File: config.mk
export PLATFORM = sky130hd
export DESIGN_NAME = control_unit
export DESIGN_NICKNAME = d
export VERILOG_FILES = /design/src/rtl/control_unit.sv
export SDC_FILE = /design/constraint.sdc
export NUM_CORES = 1
export LEC_CHECK = 0
export BUFFER_PORTS_ARGS = -buffer_cell sky130_fd_sc_hd__buf_2
export CAP_MARGIN = 20
export CELL_PAD_IN_SITES_DETAIL_PLACEMENT = 1
export CELL_PAD_IN_SITES_GLOBAL_PLACEMENT = 2
export CORE_MARGIN = 1
export CORE_UTILIZATION = 23
export DETAILED_ROUTE_END_ITERATION = 16
export PLACE_DENSITY_LB_ADDON = 0.05
export SLEW_MARGIN = 0
export SYNTH_ARGS = -nofsm -noshare
export SYNTH_HDL_FRONTEND = slang
export SYNTH_SLANG_ARGS = --single-unit
export TNS_END_PERCENT = 100
File: constraint.sdc
create_clock -name clock -period 2.9 [get_ports clock]
set_input_delay 0.435 -clock clock [delete_from_list [all_inputs] [get_ports clock]]
set_output_delay 0.435 -clock clock [all_outputs]
set_load 0.01 [all_outputs]
File: src/rtl/control_unit.sv
// Hardwired Moore control sequencer: 3-cycle fetch followed by per-opcode execute
// steps T3..T7, driving datapath strobes, register-field selects and the ALU select.
module control_unit #(
    parameter logic [4:0]  ADD_SEL       = 5'b00011,
    parameter int unsigned ILLEGAL_HALTS = 1
) (
    input  logic        clock,
    input  logic        reset,
    input  logic [31:0] ir,
    input  logic        con_ff,
    input  logic        stop,
    output logic        run,
    output logic        illegal,
    output logic        Gra,
    output logic        Grb,
    output logic        Grc,
    output logic        Rin,
    output logic        Rout,
    output logic        BAout,
    output logic        PCout,
    output logic        PCin,
    output logic        IncPC,
    output logic        MARin,
    output logic        MDRin,
    output logic        MDRout,
    output logic        IRin,
    output logic        Yin,
    output logic        Zin,
    output logic        Zlowout,
    output logic        Cout,
    output logic        CONin,
    output logic        Read,
    output logic        Write,
    output logic [4:0]  alu_sel
);

    localparam logic [4:0] OP_LD   = 5'b00000;
    localparam logic [4:0] OP_LDI  = 5'b00001;
    localparam logic [4:0] OP_ST   = 5'b00010;
    localparam logic [4:0] OP_ADD  = 5'b00011;
    localparam logic [4:0] OP_SUB  = 5'b00100;
    localparam logic [4:0] OP_AND  = 5'b00101;
    localparam logic [4:0] OP_OR   = 5'b00110;
    localparam logic [4:0] OP_ADDI = 5'b01000;
    localparam logic [4:0] OP_ANDI = 5'b01001;
    localparam logic [4:0] OP_ORI  = 5'b01010;
    localparam logic [4:0] OP_BR   = 5'b10010;
    localparam logic [4:0] OP_JR   = 5'b10100;
    localparam logic [4:0] OP_NOP  = 5'b11010;
    localparam logic [4:0] OP_HALT = 5'b11011;

    // T0..T7 are consecutive so an execute step can advance by increment.
    typedef enum logic [3:0] {
        RESET_ST = 4'd0,
        T0       = 4'd1,
        T1       = 4'd2,
        T2       = 4'd3,
        T3       = 4'd4,
        T4       = 4'd5,
        T5       = 4'd6,
        T6       = 4'd7,
        T7       = 4'd8,
        HALTED   = 4'd9
    } state_t;

    state_t     state;
    logic [4:0] op;
    logic       ir_unused;

    assign op        = ir[31:27];
    assign ir_unused = ^ir[26:0];

    function automatic logic is_known(input logic [4:0] code);
        case (code)
            OP_LD, OP_LDI, OP_ST, OP_ADD, OP_SUB, OP_AND, OP_OR,
            OP_ADDI, OP_ANDI, OP_ORI, OP_BR, OP_JR, OP_NOP, OP_HALT: return 1'b1;
            default: return 1'b0;
        endcase
    endfunction

    function automatic state_t last_step(input logic [4:0] code);
        case (code)
            OP_ADD, OP_SUB, OP_AND, OP_OR,
            OP_ADDI, OP_ANDI, OP_ORI, OP_LDI: return T5;
            OP_LD, OP_ST:                     return T7;
            OP_BR:                            return T6;
            default:                          return T3;
        endcase
    endfunction

    function automatic logic [4:0] imm_alu(input logic [4:0] code);
        case (code)
            OP_ANDI: return 5'b00101;
            OP_ORI:  return 5'b00110;
            default: return 5'b00011;
        endcase
    endfunction

    always_ff @(posedge clock or posedge reset) begin
        if (reset) begin
            state   <= RESET_ST;
            illegal <= 1'b0;
        end else begin
            case (state)
                RESET_ST: state <= stop ? HALTED : T0;
                T0:       state <= T1;
                T1:       state <= T2;
                T2:       state <= T3;
                T3: begin
                    if (op == OP_HALT) begin
                        state <= HALTED;
                    end else if (!is_known(op) && ILLEGAL_HALTS != 0) begin
                        illegal <= 1'b1;
                        state   <= HALTED;
                    end else if (last_step(op) == T3) begin
                        state <= stop ? HALTED : T0;
                    end else begin
                        state <= T4;
                    end
                end
                T4, T5, T6, T7: begin
                    if (state == last_step(op)) state <= stop ? HALTED : T0;
                    else                        state <= state_t'(state + 4'd1);
                end
                default: state <= HALTED;
            endcase
        end
    end

    always_comb begin
        run     = (state != RESET_ST) && (state != HALTED);
        Gra     = 1'b0;
        Grb     = 1'b0;
        Grc     = 1'b0;
        Rin     = 1'b0;
        Rout    = 1'b0;
        BAout   = 1'b0;
        PCout   = 1'b0;
        PCin    = 1'b0;
        IncPC   = 1'b0;
        MARin   = 1'b0;
        MDRin   = 1'b0;
        MDRout  = 1'b0;
        IRin    = 1'b0;
        Yin     = 1'b0;
        Zin     = 1'b0;
        Zlowout = 1'b0;
        Cout    = 1'b0;
        CONin   = 1'b0;
        Read    = 1'b0;
        Write   = 1'b0;
        alu_sel = 5'b00000;
        case (state)
            T0: begin
                PCout = 1'b1;
                MARin = 1'b1;
                IncPC = 1'b1;
                Zin   = 1'b1;
            end
            T1: begin
                Zlowout = 1'b1;
                PCin    = 1'b1;
                Read    = 1'b1;
                MDRin   = 1'b1;
            end
            T2: begin
                MDRout = 1'b1;
                IRin   = 1'b1;
            end
            T3, T4, T5, T6, T7: begin
                case (op)
                    OP_ADD, OP_SUB, OP_AND, OP_OR, OP_ADDI, OP_ANDI, OP_ORI: begin
                        case (state)
                            T3: begin
                                Grb  = 1'b1;
                                Rout = 1'b1;
                                Yin  = 1'b1;
                            end
                            T4: begin
                                Zin = 1'b1;
                                // Immediate forms take the operand from the IR constant field.
                                if (op[3]) begin
                                    Cout    = 1'b1;
                                    alu_sel = imm_alu(op);
                                end else begin
                                    Grc     = 1'b1;
                                    Rout    = 1'b1;
                                    alu_sel = op;
                                end
                            end
                            T5: begin
                                Zlowout = 1'b1;
                                Gra     = 1'b1;
                                Rin     = 1'b1;
                            end
                            default: ;
                        endcase
                    end
                    OP_LDI, OP_LD, OP_ST: begin
                        case (state)
                            T3: begin
                                Grb   = 1'b1;
                                BAout = 1'b1;
                                Yin   = 1'b1;
                            end
                            T4: begin
                                Cout    = 1'b1;
                                Zin     = 1'b1;
                                alu_sel = ADD_SEL;
                            end
                            T5: begin
                                Zlowout = 1'b1;
                                if (op == OP_LDI) begin
                                    Gra = 1'b1;
                                    Rin = 1'b1;
                                end else begin
                                    MARin = 1'b1;
                                end
                            end
                            T6: begin
                                MDRin = 1'b1;
                                if (op == OP_LD) begin
                                    Read = 1'b1;
                                end else begin
                                    Gra  = 1'b1;
                                    Rout = 1'b1;
                                end
                            end
                            T7: begin
                                if (op == OP_LD) begin
                                    MDRout = 1'b1;
                                    Gra    = 1'b1;
                                    Rin    = 1'b1;
                                end else begin
                                    Write = 1'b1;
                                end
                            end
                            default: ;
                        endcase
                    end
                    OP_BR: begin
                        case (state)
                            T3: begin
                                Gra   = 1'b1;
                                Rout  = 1'b1;
                                CONin = 1'b1;
                            end
                            T4: begin
                                PCout = 1'b1;
                                Yin   = 1'b1;
                            end
                            T5: begin
                                Cout    = 1'b1;
                                Zin     = 1'b1;
                                alu_sel = ADD_SEL;
                            end
                            T6: begin
                                Zlowout = con_ff;
                                PCin    = con_ff;
                            end
                            default: ;
                        endcase
                    end
                    OP_JR: begin
                        if (state == T3) begin
                            Gra  = 1'b1;
                            Rout = 1'b1;
                            PCin = 1'b1;
                        end
                    end
                    default: ;
                endcase
            end
            default: ;
        endcase
    end

endmodule
; ---- Word-level counts from Yosys, hierarchy flattened
; Memories as Yosys holds them, arrays and structs flattened.
; Cells that the tools add are included.
; Widths: inputs -> output; s select.
[totals]
reg_bits = 5
mem_bits_ro = 288
in_bits = 36
out_inout_bits = 27
memories = 3
[op_classes]
n_addsub = 1
eq_ne = 23
muxes = 78
n_bitwise = 2
reduce_logical = 11
[memory_table]
columns = name, depth, word_bits, rd, rd_clocked_by_memory_dff, write_ports, line
row1 = (no name shown), 32, 4, 1, 0, 0, 82  ; case (code)
row2 = (no name shown), 32, 4, 1, 0, 0, 82
row3 = (no name shown), 32, 1, 1, 0, 0, 74  ; case (code)
[ops]
columns = cell, n
row1 = $mux 1, 42
row2 = $mux 4, 9
row3 = $pmux 1 s2, 15
row4 = $pmux 4 s6, 1
row5 = $eq 4x3->1 const B, 5
row6 = $eq 5x3->1 const B, 3
row7 = $eq 5x4->1 const B, 3
row8 = $eq 5x5->1 const B, 3
row9 = $mux 5, 3
row10 = $pmux 5 s3, 1
row11 = $pmux 1 s3, 4
row12 = $eq 5x2->1 const B, 2
row13 = $reduce_or 10->1, 1
row14 = $eq 4x2->1 const B, 2
row15 = $reduce_or 7->1, 1
row16 = $pmux 3 s2, 1
row17 = $eq 5x1->1 const B, 1
row18 = $logic_not 5->1, 1
row19 = $reduce_or 5->1, 1
row20 = $add 4x1->4 const B, 1
row21 = $eq 4x1->1 const B, 1
row22 = $eq 4x4->1, 1
row23 = $eq 4x4->1 const B, 1
row24 = $logic_not 4->1, 1
row25 = other kinds (9), 11

; ---- Depth between registers and ports, before layout
[depth]
word_depth = 11
depth_mapped = 7
depth_no_buf = 7

; ---- Least setup slack after synthesis
; OpenSTA, ideal clock, no wires.
[synth_path]
path_type = reg-to-output
startpoint = register state[0]
endpoint = output port Rout
arrival_time_ns = 1.684
required_ns = 2.465
path_slack_ns = 0.781
path_stages_with_launch = 8
n_path_buf = 0
path_cell_list = dfrtp_1 inv_1 ha_1 nor2b_1 nand2_1 nor2_1 nor2_1 o311ai_1
[synth_between]
elab_chain_cells = 4
elab_cells_between_ends = 11
classes_between = 5 x eq/ne / 5 x mux / 1 x reduce/logical
[synth_rtl]
columns = item, line
row1 = start: declaration, 66  ; state_t state;
row2 = start signal: assignment, 105  ; RESET_ST: state <= stop ? HALTED : T0;
row3 = start signal: assignment, 116  ; state <= stop ? HALTED : T0;
row4 = start signal: assignment, 122  ; if (state == last_step(op)) state <= stop ? HALTED : T0;
row5 = $eq 4x3->1 (on tied branches), -
row6 = $pmux 1 s2 (tied with other cells), 173  ; case (state)
row7 = $pmux 1 s3, 171  ; case (op)
row8 = $mux 1 *, 153  ; case (state)
row9 = end: declaration, 18  ; output logic Rout,
; Every way passes the cells marked *; elsewhere a longest branch is shown, timed or not.

; ---- Worst setup path in the final report
; Ends and elaborated chain as after synthesis.

==> out/results.ini <==
[worst_setup_path]
crit_path_max_fanout = 7
reg2reg_from = state[0]
cpLargestDelayFamily = simple AND/OR/NAND/NOR gates
worstSetupEndpointType = output port
crit_chain = inv_1, ha_1, nor2b_1, nand2_1, nor2_1, nor2_1, o311ai_1, buf_2
cp_data_arrival_time_ns = 2.11
cp-start-kind = flop
max_stage_delay_ns = 0.46
r2r_end = state[3]
cp_common_cell = nor2_1
required_ns = 2.47
crit_type = reg -> out
worstPathBufferInverterCount = 2
critPathSlowestCell = dfrtp_1
worst-r2r-cell-count = 8
r2r_setup_slack_ns = 0.89

[cts]
htreeDepth = 1
clk_pin_slew_ns = 0.04
cts_tree = built
cts_buffers = 3
postCtsSetupBuffers = 0
clk_latency_ns = 0.22
clock_sinks = 5
hold_buffers = 0
root_buffer = clkbuf_8
cts_resized = 0
clk_path_buf_depth = 2

[synth]
synth-edff-count = 0
ys.flop_type = dfrtp_1
synth-async-reset-ratio_pct = 100
synth_cell_type_count = 54
synth_area_per_cell_um2 = 6.81
ys_seq_elements = 5
synthCells = 158
ys_seq_area_share_pct = 11.6
ys_warn_count = 0
syn_area_um2 = 1080

[sta]
clock_skew_ns = 0.00333
setup_viol = 0
finalMaxSlewViolations = 0
slew-limit-headroom_pct = 61.8
rsz0062_at_grt = no
hold_violations = 0
worst_slew_pin_slew_ns = 0.567
min_period_over_period_pct = 87.9
fmax_mhz = 392
setup_tns_ns = 0
fin_crit_ns = 2.55

[routing]
firstDrtPassIters = 4
wl_met1_um = 1990
post-route-drc-count = 0
vias = 1270
wl_per_cell_um = 16.8
drt_wl_total_um = 4040
met2WireLength_um = 1920
ant_nets = 0
vias_per_cell = 5.29
top_layer = met4
drtIter0Drc = 47
route.met3.wl_um = 111

[cells_and_area]
layout.nets = 229
stdcell_count = 240
area.growth.synth_to_final_pct = 22.8
antenna_cells = 0
final_layout_size_suffix_gt1_share_pct = 28.2
final_core_util_pct = 29.9

[placed_design]
io_buffers = 33
dp.cells = 236
dp_hpwl_um = 3080
gp_congestion = 0.784

[global_route]
antenna_found_initial = 0
grt_util_all_layers_pct = 16.9
grt_max_degree = 21
first_global_vias = 1293
overflow = 0
grt_pass1_wl_um = 6750

[floorplan]
coreArea_um2 = 4410
die_height_um = 70.4
rows = 24
die_x_um = 70.4
start_util_pct = 24.4
ios = 63
die-area_um2 = 4960

[min_path]
hp-class = in -> async

[power]
p_leak_nw = 0.592
total_power_uw = 889
p_per_area_nw_per_um2 = 673
ir_drop_mv = 0.344

[job]
drv_cap = 0

[run_status]
run_status = finished clean

-- layout by cell type (no fill, tap or decap), types with 2 or more instances in the layout --
cell type / Yosys / final
buf_2: 3 / 33
nor2_1: 13 / 13
nand2_1: 13 / 13
o21ai_0: 12 / 12
a21oi_1: 10 / 10
nand3_1: 8 / 8
inv_1: 6 / 6
nand2b_1: 6 / 6
nor2b_1: 6 / 6
buf_4: 2 / 6
dfrtp_1: 5 / 5
nor3_1: 4 / 4
or2_2: 4 / 4
and2_1: 4 / 4
ha_1: 4 / 4
a21o_1: 3 / 3
nand3b_1: 3 / 3
a22o_1: 3 / 3
xnor2_1: 3 / 3
clkbuf_8: 0 / 3
nand4_1: 2 / 2
o21bai_1: 2 / 2
a31o_2: 2 / 2
o211ai_1: 2 / 2
a31oi_1: 2 / 2
conb_1: 1 / 2
-- where the power goes --
part           switching [mW]  leakage, nW  internal [mW]  total (mW)
clock                  0.0367       0.0228         0.0946       0.131
combinational           0.349        0.510          0.255       0.604
sequential             0.0517       0.0588          0.102       0.154
-- Yosys cell counts (2+ instances only) --
cell      count  share of area, %
o21bai_1      2               1.4
ha_1          4               4.7
inv_1         6               2.1
a22o_1        3               2.4
a21o_1        3               2.1
a31oi_1       2               1.2
and2_1        4               2.3
o211ai_1      2               1.4
buf_6         2               2.1
a31o_2        2               1.6
clkbuf_1      5               1.7
nand2_1      13               4.5
buf_4         2               1.4
o21ai_0      12               5.6
nand3b_1      3               2.1
nor2b_1       6               3.5
nor2_1       13               4.5
nor3_1        4               1.9
nand2b_1      6               3.5
buf_1         2              0.70
xnor2_1       3               2.4
nand4_1       2               1.2
nand3_1       8               3.7
dfrtp_1       5                12
buf_2         3               1.4
a21oi_1      10               4.7
or2_2         4               2.3
-- logic make-up (layout without fill, tap and decap cells) --
kind of cell             count (synthesis)  count (layout)  synth area share [%]
AO/OA/AOI/OAI                           50              50                  32.2
XOR/XNOR                                 4               4                  3.26
adder cells (fa/ha/maj)                  4               4                  4.65
buffers and inverters                   20              49                  9.42
flip-flops                               5               5                  11.6
multiplexers                             1               1                 0.930
other                                    1               2                 0.349
AND/OR/NAND/NOR                         73              73                  37.6
-- worst max path at each step --
stage	start	to	depth (start not counted)
after detailed placement	ir[27]	Rout	7
final	state[0]	Rout	8
after global placement	ir[27]	Rout	7
after global routing	state[0]	Rout	8
after CTS	state[0]	Rout	8
after floorplan	state[0]	Rout	7
-- layout make-up --
class	count	area [um^2]
Multi-Input combinational cell	134	853
Timing Repair Buffer	39	210
Fill cell	582	3090
Sequential cell	5	125
Clock buffer	4	45.0
Inverter	6	22.5
Tap cell	52	65.1
-- per-stage QoR --
step	cell area (um^2)	hold slack (ns)	setup slack, ns
6_report	1320	0.113	0.351
2_1_floorplan	1080	0.214	0.781
4_1_cts	1320	0.114	0.322
5_1_grt	1320	0.134	0.110
3_5_place_dp	1280	0.350	0.500
3_3_place_gp	1280	0.337	0.476
-- state kept, by name, summed over array words and instances (netlist names) --
register and cells:
state 4, illegal 1
-- layer usage --
metal / vias to the layer above / GRT usage, %
met4: 0 / 1.33
met3: 2 / 2.31
met2: 25 / 29.0
met1: 612 / 23.2
met5: - / 0
li1: 631 / -
Power figures use the tool's default switching activity.
